--- config.mk ---
export PLATFORM = sky130hd
export DESIGN_NAME = mem_arbiter
export DESIGN_NICKNAME = d
export VERILOG_FILES = /design/src/rtl/mem_arbiter.sv
export SDC_FILE = /design/constraint.sdc
export NUM_CORES = 1
export LEC_CHECK = 0
export CAP_MARGIN = 20
export CORE_AREA = 2 2 94 96
export DETAILED_ROUTE_END_ITERATION = 7
export DIE_AREA = 0 0 96 98
export DONT_BUFFER_PORTS = 1
export PLACE_DENSITY = 0.51
export SYNTH_ARGS = -nofsm -noshare
export SYNTH_HDL_FRONTEND = slang
export SYNTH_SLANG_ARGS = --single-unit
export TNS_END_PERCENT = 50
--- constraint.sdc ---
create_clock -name CLK -period 4.7 [get_ports CLK]
set_clock_uncertainty 0.05 [all_clocks]
set_input_delay 0.705 -clock CLK [delete_from_list [all_inputs] [get_ports CLK]]
set_output_delay 0.705 -clock CLK [all_outputs]
set_load 0.03 [all_outputs]
--- src/rtl/mem_arbiter.sv ---
// Instruction/data arbiter onto one single-port SRAM; data wins unless instruction has waited STARVE_MAX grants.
// Grant is combinational with the SRAM strobe, read data returns exactly one cycle later; losers stall and hold.
module mem_arbiter #(
  parameter int ADDR_W     = 10,
  parameter int STARVE_MAX = 4
) (
  input  logic              CLK,
  input  logic              RSTN,
  input  logic              IREQ,
  input  logic [29:0]       IADDR,
  input  logic              DREQ,
  input  logic              DRW,
  input  logic [29:0]       DADDR,
  input  logic [31:0]       DWDATA,
  output logic              I_GNT,
  output logic              D_GNT,
  output logic              I_RVALID,
  output logic              D_RVALID,
  output logic [31:0]       INSTR,
  output logic [31:0]       DRDATA,
  output logic              STALL,
  output logic              CSN,
  output logic              WEN,
  output logic [ADDR_W-1:0] A,
  output logic [31:0]       DI,
  input  logic [31:0]       DOUT
);

  localparam int               CNT_W    = $clog2(STARVE_MAX + 2);
  localparam logic [CNT_W-1:0] CNT_MAX  = CNT_W'(STARVE_MAX);
  localparam logic [1:0]       TAG_NONE = 2'd0;
  localparam logic [1:0]       TAG_I    = 2'd1;
  localparam logic [1:0]       TAG_D    = 2'd2;

  logic [CNT_W-1:0]  starve_q, starve_d;
  logic [1:0]        tag_q, tag_d;
  logic [31:0]       instr_q, instr_d;
  logic [31:0]       drdata_q, drdata_d;
  logic              i_win, i_gnt, d_gnt, d_wr;
  logic [ADDR_W-1:0] i_word, d_word;
  logic              unused_addr_bits;

  // Address bits outside the word index wrap within the SRAM.
  assign i_word           = IADDR[ADDR_W+1:2];
  assign d_word           = DADDR[ADDR_W+1:2];
  assign unused_addr_bits = ^{IADDR[29:ADDR_W+2], IADDR[1:0], DADDR[29:ADDR_W+2], DADDR[1:0]};

  always_comb begin
    i_win = IREQ & (~DREQ | (starve_q == CNT_MAX));
    i_gnt = RSTN & i_win;
    d_gnt = RSTN & DREQ & ~i_win;
    d_wr  = d_gnt & DRW;

    I_GNT = i_gnt;
    D_GNT = d_gnt;
    STALL = (IREQ & ~i_gnt) | (DREQ & ~d_gnt);
    CSN   = ~(i_gnt | d_gnt);
    WEN   = ~d_wr;
    DI    = d_wr ? DWDATA : 32'h0;
    A     = i_gnt ? i_word : (d_gnt ? d_word : '0);
  end

  // Return path: the tag captured at grant steers next cycle's DOUT to its port.
  always_comb begin
    I_RVALID = (tag_q == TAG_I);
    D_RVALID = (tag_q == TAG_D);
    INSTR    = I_RVALID ? DOUT : instr_q;
    DRDATA   = D_RVALID ? DOUT : drdata_q;
    instr_d  = INSTR;
    drdata_d = DRDATA;

    tag_d = TAG_NONE;
    if (i_gnt) begin
      tag_d = TAG_I;
    end else if (d_gnt && !DRW) begin
      tag_d = TAG_D;
    end
  end

  always_comb begin
    starve_d = starve_q;
    if (!IREQ || i_gnt) begin
      starve_d = '0;
    end else if (d_gnt && (starve_q != CNT_MAX)) begin
      starve_d = starve_q + CNT_W'(1);
    end
  end

  always_ff @(posedge CLK or negedge RSTN) begin
    if (!RSTN) begin
      starve_q <= '0;
      tag_q    <= TAG_NONE;
      instr_q  <= 32'h0;
      drdata_q <= 32'h0;
    end else begin
      starve_q <= starve_d;
      tag_q    <= tag_d;
      instr_q  <= instr_d;
      drdata_q <= drdata_d;
    end
  end

endmodule

==> qor.csv <==
metric,value,unit
clock network power share,0.285,
Gate power share,0.280,
Top Ports,242,
H-Tree Level Count,3,
Hold Crit Class,in2async,
Finished Core Util,0.3918,
Avg Inst Size Synth,13.77,sq um
Final Total Pwr,1.680,mW
run status,"complete, no violations",
endpoints failing setup,0,
sequential fraction of design power,0.435,
RSZ-0062 raised after global routing,false,
critical path class,reg2out,
max-cap violation count,0,
largest net degree at the start of global routing,70,
cell count after synthesis,218,
sw power,0.6279,mW
P_int,1.052,mW
Yosys top cell by area,dfrtp_1,
wire per inst,19.64,microns
clk sinks,69,
critical path cell sequence,inv_1 -> ha_1 -> nand2_1 -> a21oi_2 -> a22o_1,
Post-Syn Nets,349,
maximum clock rate,310.1,MHz
Buffers & Inverters on Critical Path,1,
multi-input logic area,1191,sq um
R2R cell count,2,
# nets final,350,
clock root cell,clkbuf_8,
initial antenna violation count,0,
CP Depth,5,
Buffers on Ports,0,
row cnt,34,
final wirelength,6522,microns
first-pass GRT wire length,9170,microns
Die Span Y,98,microns
Num CTS Buffers,9,
"CP delay by family, top",compound AO/OA/AOI/OAI gates,
period utilization,0.6860,
Leakage Power,1.426,nW
switching part of the total,0.3738,
peak supply drop,0.2269,mV
Synth cell types,26,
GRT Util Overall,0.1313,
ratio of cells with drive above 1 in the final layout,0.1384,
Initial Utilization,0.3546,
Critical Path Source,starve_q[0],
placed cells,315,
register area share after synthesis,0.5752,
# DRC,0,
Worst Path Required,3.94,ns
flop-to-flop setup slack,2.67,ns
"FF+latch count, synth",69,
crit path to,A[2],
Setup TNS Final,0,ns
Filler Cells Inserted,802,
RR Startpoint,tag_q[0],
power density cells,506.5,nW/um^2
clk buf depth,2,
max_slew headroom,0.3096,
"Max FO, Critical Path",13,
CORE AREA,8466,sq um
CP arrival,2.47,ns
Crit-path slowest cell,a21oi_2,
GPL Wtd Cong,0.6657,
Final ANT Viol Nets,0,
Worst-Skew Late Latency,0.33,ns
Final Hold Viols,0,
vias per inst,5.241,
initial DRC count,60,
fin crit period,3.224,ns
synthesis-to-layout area growth,10.50,%
Die Width,96,microns
max-slew violations,0,
Mapped Area,3002,sq um
hold_ws,0.2054,ns
"Reg clk slew, reported paths",0.07,ns
vias in the first global route,1693,
post-synth top area share,0.5752,
CTS tree,built,
Worst-Margin Slew,1.033,ns
yosys warns,0,
Storage cell area,1727,sq um
estimated wirelength of the detail-placed design,4504,microns
"top cells by area, synth","dfrtp_1 58%, mux2_1 22%, and2_1 6.9%",
Worst path max stage delay,0.75,ns
grt ovf,0,
Worst setup EP type,output port,
Worst setup SP type,flip-flop,
final instance count without filler cells,332,
DR vias,1740,
drt first pass iters,4,
reg2reg end,drdata_q[21],
antenna diode count,0,
Die Area,9408,sq um
sequential cells by signal, indices dropped and copies added (netlist names):
signal,flops
drdata_q,32
instr_q,32
starve_q,3
tag_q,2
per-layer routing:
metal / part of all wire / GRT usage / wire length [microns]
met5: 0 / 0 / 0
met4: 0.0044 / 0.03736 / 29
met3: 0.12 / 0.07330 / 780
met2: 0.46 / 0.1822 / 3024
met1: 0.41 / 0.1754 / 2686
worst min path at each step:
stage          startpoint            to  slack (ns)
4_1_cts              RSTN  drdata_q[20]        0.20
3_5_place_dp         RSTN  drdata_q[20]        0.36
6_report             RSTN  drdata_q[18]        0.21
3_3_place_gp         RSTN   instr_q[20]        0.36
2_1_floorplan        RSTN   drdata_q[0]        0.36
5_1_grt              RSTN  drdata_q[18]        0.20
final cells by class:
type                            count  area share
Sequential cell                    69      0.5206
Inverter                            6    0.006790
Multi-Input combinational cell    130      0.3591
Clock inverter                      6     0.01848
Timing Repair Buffer                3     0.01283
Tap cell                          108     0.04074
Clock buffer                       10     0.04149
what timing repair did:
action,CTS,global route
endpoints found under the hold margin,69,0
hold buffers,1,0
buffers inserted,0,0
resized for setup,0,0
power groups by stage:
| stage | logic, mW | registers, mW | clock network (mW) |
|---|---|---|---|
| 6_report | 0.471 | 0.731 | 0.478 |
| 3_3_place_gp | 0.461 | 0.740 | 0 |
| 5_1_grt | 0.495 | 0.743 | 0.525 |
| 2_1_floorplan | 0.424 | 0.735 | 0 |
| 4_1_cts | 0.479 | 0.732 | 0.499 |
| 3_5_place_dp | 0.464 | 0.744 | 0 |
per-stage QoR:
step	setup WS (ns)	instance area (sq um)
floorplan	2.313	3002
detailed placement	1.848	3090
CTS	1.441	3317
global route	1.349	3317
finish	1.476	3317
global placement	1.862	3090
cells by family (layout without fill, tap and decap cells):
family	after synthesis	after routing	share of synthesized area
compound gates	17	17	0.04960
fa+ha+maj	3	3	0.01167
buf+inv	19	25	0.03252
flops	69	69	0.5752
mux	64	64	0.2401
simple gates	46	46	0.09088
cell usage in the layout (no fill, tap or decap):
cell,synthesis,routed
inv_2,1,1
a21boi_0,1,1
inv_1,5,5
o21a_1,1,1
nand2_1,5,5
nand2b_2,0,1
nand4_1,1,1
and4b_1,1,1
clkbuf_8,0,10
a21boi_1,1,1
a31oi_1,1,1
inv_6,0,1
a311oi_2,1,1
nor3b_1,1,1
mux2_1,58,58
maj3_1,1,1
nor2_1,3,3
mux2_2,6,6
ha_1,2,2
a22o_1,10,10
and2_1,33,33
buf_4,5,2
bufinv_16,0,1
clkinvlp_4,0,1
dfrtp_1,69,69
buf_16,0,1
nor2b_4,0,1
clkinv_2,0,3
a31oi_2,1,1
a21oi_2,0,1
Yosys cell counts (all sizes together):
cell    count
nor2        3
a21boi      2
inv         6
and4b       1
nand2       5
a31oi       2
buf        11
clkbuf      2
nor3b       1
nand4       1
and2       33
nor2b       1
mux2       64
dfrtp      69
nand2b      1
o21a        1
a22o       10
ha          2
maj3        1
a21oi       1
a311oi      1
Note: power is estimated with default switching activity, not from simulation.
